[config.mk]
export PLATFORM = sky130hd
export DESIGN_NAME = led_pwm_ctrl
export DESIGN_NICKNAME = d
export VERILOG_FILES = /design/src/rtl/led_pwm_ctrl.sv
export SDC_FILE = /design/constraint.sdc
export NUM_CORES = 1
export LEC_CHECK = 0
export ABC_AREA = 1
export CAP_MARGIN = 20
export CELL_PAD_IN_SITES_DETAIL_PLACEMENT = 0
export CELL_PAD_IN_SITES_GLOBAL_PLACEMENT = 1
export CORE_ASPECT_RATIO = 1.4
export CORE_MARGIN = 3
export CORE_UTILIZATION = 40
export DETAILED_ROUTE_END_ITERATION = 12
export PLACE_DENSITY_LB_ADDON = 0.1
export SYNTH_ARGS = -nofsm -noshare
export SYNTH_HDL_FRONTEND = slang
export SYNTH_SLANG_ARGS = --single-unit
[constraint.sdc]
create_clock -name HCLK -period 6.3 [get_ports HCLK]
set_input_delay 0.63 -clock HCLK [delete_from_list [all_inputs] [get_ports HCLK]]
set_output_delay 0.63 -clock HCLK [all_outputs]
set_load 0.01 [all_outputs]
[src/rtl/led_pwm_ctrl.sv]
// Multi-channel LED PWM controller: prescaler, period counter, per-channel duty
// registers with period-aligned LEVEL update. Define LED_PWM_FADE_EN for hardware fade.
module led_pwm_ctrl #(
    parameter int N_CH  = 3,
    parameter int WIDTH = 8,
    parameter int PRE_W = 16
) (
    input  logic            HCLK,
    input  logic            HRESETn,
    input  logic            wr_en,
    input  logic [3:0]      wr_addr,
    input  logic [31:0]     wr_data,
    input  logic [3:0]      rd_addr,
    output logic [31:0]     rd_data,
    output logic [N_CH-1:0] pwm_out,
    output logic            period_done
);
    localparam logic [WIDTH-1:0] CNT_MAX = '1;

    logic             en_q, en_d;
    logic [PRE_W-1:0] prescale_q, prescale_d;
    logic [PRE_W-1:0] pre_cnt_q, pre_cnt_d;
    logic [WIDTH-1:0] cnt_q, cnt_d;
    logic [WIDTH-1:0] duty_q [N_CH];
    logic [WIDTH-1:0] duty_d [N_CH];
    logic [WIDTH-1:0] level_q [N_CH];
    logic [WIDTH-1:0] level_d [N_CH];
    logic [N_CH-1:0]  pwm_q, pwm_d;
    logic             period_done_q, period_done_d;
    logic             running, tick, wrap;
    logic             unused_wr_data;
`ifdef LED_PWM_FADE_EN
    logic [N_CH-1:0]  fade_q, fade_d;
`endif

    assign unused_wr_data = ^wr_data;

    always_comb begin
        en_d       = en_q;
        prescale_d = prescale_q;
        for (int i = 0; i < N_CH; i++) begin
            duty_d[i] = duty_q[i];
        end
`ifdef LED_PWM_FADE_EN
        fade_d = fade_q;
`endif
        if (wr_en) begin
            if (wr_addr == 4'd0) begin
                en_d = wr_data[0];
`ifdef LED_PWM_FADE_EN
                fade_d = wr_data[N_CH:1];
`endif
            end else if (wr_addr == 4'd1) begin
                prescale_d = wr_data[PRE_W-1:0];
            end
            for (int i = 0; i < N_CH; i++) begin
                if (int'(wr_addr) == 2 + i) begin
                    duty_d[i] = wr_data[WIDTH-1:0];
                end
            end
        end
    end

    // Counters only run while EN is set both now and after this edge, so a
    // disable or enable always leaves pre_cnt/cnt at 0.
    always_comb begin
        running = en_q & en_d;
        tick    = running && (pre_cnt_q == prescale_q);
        wrap    = tick && (cnt_q == CNT_MAX);

        if (!running || tick || (wr_en && wr_addr == 4'd1)) begin
            pre_cnt_d = '0;
        end else begin
            pre_cnt_d = pre_cnt_q + 1'b1;
        end

        if (!running) begin
            cnt_d = '0;
        end else if (tick) begin
            cnt_d = cnt_q + 1'b1;
        end else begin
            cnt_d = cnt_q;
        end

        period_done_d = wrap;
    end

    // LEVEL only changes at a wrap (or continuously while disabled) and always
    // from the pre-write DUTY, so a write on the wrap tick waits a period.
    always_comb begin
        for (int i = 0; i < N_CH; i++) begin
            level_d[i] = level_q[i];
`ifdef LED_PWM_FADE_EN
            if (!en_q) begin
                if (!fade_q[i]) begin
                    level_d[i] = duty_q[i];
                end
            end else if (wrap) begin
                if (!fade_q[i]) begin
                    level_d[i] = duty_q[i];
                end else if (level_q[i] < duty_q[i]) begin
                    level_d[i] = level_q[i] + 1'b1;
                end else if (level_q[i] > duty_q[i]) begin
                    level_d[i] = level_q[i] - 1'b1;
                end
            end
`else
            if (!en_q || wrap) begin
                level_d[i] = duty_q[i];
            end
`endif
            pwm_d[i] = en_d & (cnt_d < level_d[i]);
        end
    end

    always_ff @(posedge HCLK or negedge HRESETn) begin
        if (!HRESETn) begin
            en_q          <= 1'b0;
            prescale_q    <= '0;
            pre_cnt_q     <= '0;
            cnt_q         <= '0;
            pwm_q         <= '0;
            period_done_q <= 1'b0;
            for (int i = 0; i < N_CH; i++) begin
                duty_q[i]  <= '0;
                level_q[i] <= '0;
            end
        end else begin
            en_q          <= en_d;
            prescale_q    <= prescale_d;
            pre_cnt_q     <= pre_cnt_d;
            cnt_q         <= cnt_d;
            pwm_q         <= pwm_d;
            period_done_q <= period_done_d;
            for (int i = 0; i < N_CH; i++) begin
                duty_q[i]  <= duty_d[i];
                level_q[i] <= level_d[i];
            end
        end
    end

`ifdef LED_PWM_FADE_EN
    always_ff @(posedge HCLK or negedge HRESETn) begin
        if (!HRESETn) begin
            fade_q <= '0;
        end else begin
            fade_q <= fade_d;
        end
    end
`endif

    always_comb begin
        rd_data = '0;
        if (rd_addr == 4'd0) begin
            rd_data[0] = en_q;
`ifdef LED_PWM_FADE_EN
            rd_data[N_CH:1] = fade_q;
`endif
        end else if (rd_addr == 4'd1) begin
            rd_data[PRE_W-1:0] = prescale_q;
        end
        for (int i = 0; i < N_CH; i++) begin
            if (int'(rd_addr) == 2 + i) begin
                rd_data[WIDTH-1:0] = duty_q[i];
            end
            if (int'(rd_addr) == 2 + N_CH + i) begin
                rd_data[WIDTH-1:0] = level_q[i];
            end
        end
    end

    assign pwm_out     = pwm_q;
    assign period_done = period_done_q;

endmodule

==> impl_metrics.ini, run 1 <==
[setup_path]
crit_type = primary input to output pin
path_cells = clkdlybuf4s50_1, nor2_1, nand2_1, o22ai_1, a21oi_1, o21ai_0, a21oi_1, nand3_1, clkdlybuf4s50_1
cp.required_ns = 5.67
reg2reg_from = pre_cnt_q[0]$_DFF_PN0_
worst_setup_path_start_kind = primary input
worst-r2r-setup-slack_ns = 3.27
crit-reg2reg-capture = pwm_out[0]$_DFF_PN0_
cpPeakStageDelay_ns = 0.54
worst_ep_arrival_time_ns = 3.04
crit_path_end_kind = output pin
cp_slowest_cell = clkdlybuf4s50_1
reg2reg_depth = 15
critPathMaxFanout = 14

[timing]
rsz0062_at_grt = no
fin_tns_setup_ns = 0
setup_viol_count_final = 0
max_slew_margin_pct = 41.3
hold_viol = 0
fmax_ghz = 0.273
min_period_ns = 3.67
whs_ns = 0.192
drv_slew = 0
fin_skew_ns = 0.00917
max_slew.worst_pin.slew_ns = 0.881
min_period_over_period_pct = 58.2

[routing]
drt_iter0_markers = 197
drc = 0
wirelength_microns = 13000
via_per_inst = 4.90
drt_first_pass_iters = 4
drt-met1-wl_microns = 5590
vias = 4261
drt-wirelength-per-cell_microns = 15.0
antenna_left = 0
highest_layer = met4
wl_met2_microns = 6720
wl_met3_microns = 292

[placed_design]
dp_hpwl_microns = 10000
place_area_sq_um = 5670
portBuffers = 46
gp_congestion = 0.833

[cts]
cts_made_buffers = 9
holdBufCountCts = 0
cts_tree = done
clockRootBuffer = clkbuf_16
htreeDepth = 3
cts_resized = 0
clk_pin_slew_ns = 0.07
clk_latency_ns = 0.35
clock_path_buffers = 2
cts_setup_buffers = 0
clock-sinks = 93

[global_routing]
grt_pass1_vias = 4294
grt_max_degree = 68
grt_pass1_wl_microns = 21600
track_usage_pct = 19.7
grt.overflow.total = 0
antenna_found_initial = 0

[cells_and_area]
drive_gt1_share_pct = 5.56
seqCellArea_sq_um = 2330
area_delta_synth_final_pct = 16.5
fin_area_sq_um = 5990
final_nets = 780
diodes = 0
multiInputGateArea_sq_um = 2240
nFillCells = 1342

[floorplanning]
die-area_sq_um = 14300
fp.dieW_microns = 102
die_height_microns = 140
ioPinCount = 79
start_util_pct = 41.3
num_rows = 48
fp.coreArea_sq_um = 12400

[power]
powerDensity_nw_per_um2 = 311
ir_drop_mv = 0.145
p_leak_nw = 3.09

[run]
cap_violations = 0

[synth]
synth_seq_cells = 93
yosys_warnings = 0
netlist_instances = 669
yosysTopAreaCellShare_pct = 45.3
yosysUniqueCellTypes = 33
synth_commonest_cells = nand2_1 (172), inv_1 (113), dfrtp_1 (93)
async_flop_share_pct = 100
yosysTopAreaCell = dfrtp_1
synthTopCellsByArea = dfrtp_1 (45%), nand2_1 (13%), inv_1 (8.3%)
synth-main-ff-cell = dfrtp_1
synth_edf_count = 0
seq_area_frac_synth_pct = 45.3
syn_avg_cell_area_sq_um = 7.68
syn_area_sq_um = 5140
yosysMostFrequentCell = nand2_1

[min_path]
hold_path.class = primary input to async pin

[outcome]
status = complete, no violations
## placed cells by master, fill, tap and decap left out, types with 4 or more instances in the layout
cell / instances
nand2_1: 172
inv_1: 113
dfrtp_1: 93
nor2_1: 50
o21ai_0: 47
clkdlybuf4s50_1: 45
a21oi_1: 35
ha_1: 23
o21ai_1: 21
nand3_1: 20
conb_1: 16
clkbuf_16: 9
nand4_1: 8
nor3_1: 8
nor2_2: 6
o22ai_1: 6
inv_2: 5
a221oi_1: 5
xor2_1: 4
and2_1: 4
## per-stage QoR
stage	setup slack, ns	util, %	total power (W)	instances
after floorplan	3.72	-	0.00112	684
after global placement	2.49	45.6	0.00129	853
after detailed placement	2.50	45.6	0.00130	853
after CTS	2.64	48.2	0.00188	869
after global routing	2.48	48.2	0.00200	869
final	2.63	48.2	0.00186	869
## routing by layer
layer  vias up  track usage [%]
li1       2176                -
met1      2004             24.4
met2        62             33.8
met3        19             3.44
met4         0             7.14
met5         -                0
## state kept, by name (all words and copies together), names as in the netlist
| signal | count |
|---|---|
| period_done | 1 |
| pre_cnt_q | 16 |
| en_q | 1 |
| prescale_q | 16 |
| pwm_out | 3 |
| cnt_q | 8 |
| level_q | 24 |
| duty_q | 24 |
## worst max-delay path by stage
stage | start | to | slack [ns] | cells after the start
after floorplan | wr_addr[3] | pwm_out[0]$_DFF_PN0_ | 3.72 | 12
after global placement | wr_en | pwm_out[0]$_DFF_PN0_ | 2.49 | 15
after detailed placement | wr_addr[0] | pwm_out[0]$_DFF_PN0_ | 2.50 | 14
after CTS | rd_addr[2] | rd_data[5] | 2.64 | 9
after global routing | rd_addr[2] | rd_data[5] | 2.48 | 9
final | rd_addr[2] | rd_data[5] | 2.63 | 9
## worst max-delay path: cells and delay by family
family	cells	cell delay, ns
buffers and inverters	2	0.98
AOI/OAI and AO/OA	4	0.55
and+or+nand+nor	3	0.88
## cell families after synthesis
family	share of synthesized area, %
buffers and inverters	12.2
AO/OA/AOI/OAI	12.5
AND/OR/NAND/NOR	23.4
other	0.0730
adder cells (fa/ha/maj)	5.60
XOR/XNOR	0.852
flip-flops	45.3
## power breakdown
| part | switching (W) | total [W] | internal, W |
|---|---|---|---|
| sequential | 0.0000931 | 0.000817 | 0.000724 |
| combinational | 0.000291 | 0.000465 | 0.000174 |
| clock | 0.000258 | 0.000577 | 0.000319 |
## layout make-up
| type | instances | share of cell area (%) |
|---|---|---|
| well taps | 150 | 3.13 |
| clock inverters | 7 | 1.53 |
| flip-flops and latches | 93 | 38.9 |
| inverters | 118 | 7.40 |
| multi-input cells | 444 | 37.4 |
| repair buffers | 48 | 7.90 |
| clock buffers | 9 | 3.76 |
Power figures use the tool's default switching activity.
==> inputs of run 2 (changes only) <==
--- a/config.mk
+++ b/config.mk
@@ -11,7 +11,7 @@
 export CELL_PAD_IN_SITES_GLOBAL_PLACEMENT = 1
 export CORE_ASPECT_RATIO = 1.4
 export CORE_MARGIN = 3
-export CORE_UTILIZATION = 40
+export CORE_UTILIZATION = 36
 export DETAILED_ROUTE_END_ITERATION = 12
 export PLACE_DENSITY_LB_ADDON = 0.1
 export SYNTH_ARGS = -nofsm -noshare
==> constraint.sdc (replaced) <==
create_clock -name HCLK -period 3.2 [get_ports HCLK]
set_input_delay 0.32 -clock HCLK [delete_from_list [all_inputs] [get_ports HCLK]]
set_output_delay 0.32 -clock HCLK [all_outputs]
set_load 0.01 [all_outputs]
==> run 2 against run 1 <==
Cell area grew 2.7%. Flip-flop and latch count is the same. Largest power group unchanged. First-iteration DRC count grew 1.5%. Sequential share of layout area shrank 1.0 points. Count of clock-buffer cells in the layout is the same. Routed wire length grew 8.0%. Die area grew 11%. Cell count grew 4.9%.
==> impl_metrics.ini, run 2 (synthesis results as in run 1) <==
[outcome]
status = complete, no violations

[routing]
drt_iter0_markers = 200
vias = 4311
wl_met2_microns = 6870
via_per_inst = 4.73
drt-wirelength-per-cell_microns = 15.4
drt-met1-wl_microns = 6250
drt_first_pass_iters = 4
drc = 0
highest_layer = met4
antenna_left = 0
wirelength_microns = 14000
wl_met3_microns = 497

[cts]
clk_latency_ns = 0.34
clock_path_buffers = 2
clk_pin_slew_ns = 0.07
cts_made_buffers = 9
holdBufCountCts = 0
cts_setup_buffers = 0
htreeDepth = 3
cts_tree = done
clockRootBuffer = clkbuf_16
cts_resized = 0
clock-sinks = 93

[timing]
drv_slew = 0
min_period_over_period_pct = 91.0
setup_viol_count_final = 0
rsz0062_at_grt = no
max_slew.worst_pin.slew_ns = 0.893
min_period_ns = 2.91
fin_tns_setup_ns = 0
fin_skew_ns = 0.00879
hold_viol = 0
fmax_ghz = 0.343
max_slew_margin_pct = 40.3

[power]
p_leak_nw = 3.16
ir_drop_mv = 0.391
powerDensity_nw_per_um2 = 614
finalPower_w = 0.00377

[floorplanning]
die_height_microns = 147
start_util_pct = 36.8
die-area_sq_um = 15800
fp.coreArea_sq_um = 14000
num_rows = 51
fp.dieW_microns = 107
ioPinCount = 79

[global_routing]
antenna_found_initial = 0
grt_pass1_vias = 4342
grt.overflow.total = 0
grt_pass1_wl_microns = 22700
track_usage_pct = 18.7
grt_max_degree = 62

[placed_design]
gp_congestion = 0.822
dp_cells = 896
portBuffers = 46
dp_hpwl_microns = 10500

[setup_path]
crit_type = primary input to output pin
worst_setup_path_start_kind = primary input
cp.required_ns = 2.88
critPathMaxFanout = 7
worst_ep_arrival_time_ns = 2.59
worst-r2r-setup-slack_ns = 0.42
reg2reg_depth = 13
crit_path_end_kind = output pin
reg2reg_from = pre_cnt_q[7]$_DFF_PN0_
crit-reg2reg-capture = pwm_out[0]$_DFF_PN0_

[cells_and_area]
area_delta_synth_final_pct = 19.6
final_nets = 788
top_regs = duty_q (24), level_q (24)
diodes = 0
stdcell_count = 912
mostFrequentLayoutCells = nand2_1 (172), inv_1 (113), dfrtp_1 (93)
drive_gt1_share_pct = 6.60
final_common_cell = nand2_1

[run]
cap_violations = 0

[min_path]
hold_path.class = primary input to async pin
## run 2: changes by cell type in the layout (fill, tap and decap cells not counted)
cell	change
clkinv_4	+1
clkinv_8	-1
buf_4	+6
bufinv_16	+2
inv_8	-2
buf_12	+2
## run 2: layout make-up
class | instances | area (sq um)
multi-input combinational | 444 | 2240
tap | 185 | 231
clock buffer | 9 | 225
clock inverter | 7 | 121
fill | 1426 | 7830
inverter | 118 | 443
timing repair buffer | 56 | 558
sequential | 93 | 2330
## run 2: through the flow
step	instance area, sq um	util, %	hold WS (ns)	setup WS [ns]
floorplan	5190	-	0.0244	0.767
global placement	5800	41.5	0.468	0.283
detailed placement	5800	41.5	0.476	0.254
CTS	6150	44.0	0.121	0.348
global route	6150	44.0	0.141	0.0757
finish	6150	44.0	0.0711	0.287
## run 2: worst max path at each step
stage                                       from  slack, ns  cells after the start                   end
after global placement                wr_addr[0]       0.28                     15  pwm_out[0]$_DFF_PN0_
after detailed placement                   wr_en       0.25                     14  pwm_out[0]$_DFF_PN0_
after global routing      pre_cnt_q[7]$_DFF_PN0_       0.08                     15  pwm_out[0]$_DFF_PN0_
final                                 rd_addr[0]       0.29                     10            rd_data[5]
after CTS                             rd_addr[3]       0.35                      9            rd_data[2]
after floorplan           pre_cnt_q[2]$_DFF_PN0_       0.77                     14  pwm_out[0]$_DFF_PN0_
## run 2: power by group
part	internal [W]	switching [W]	total (W)
Clock	0.000770	0.000483	0.00125
Sequential	0.00143	0.000170	0.00160
Combinational	0.000359	0.000562	0.000921
## run 2: worst max-delay path, cell delays in order
cell             delay (ns)
clkdlybuf4s50_1        0.53
inv_1                  0.07
nor2_1                 0.23
nand2_1                0.30
o22ai_1                0.25
a21oi_1                0.08
o21ai_0                0.11
a21oi_1                0.07
nand3_1                0.09
clkdlybuf4s50_1        0.54
## run 2: per-layer routing
layer / global-route usage [%] / up-vias
met5: 0 / -
met4: 7.68 / 0
met3: 2.64 / 21
met2: 32.3 / 84
met1: 23.2 / 2019
li1: - / 2187
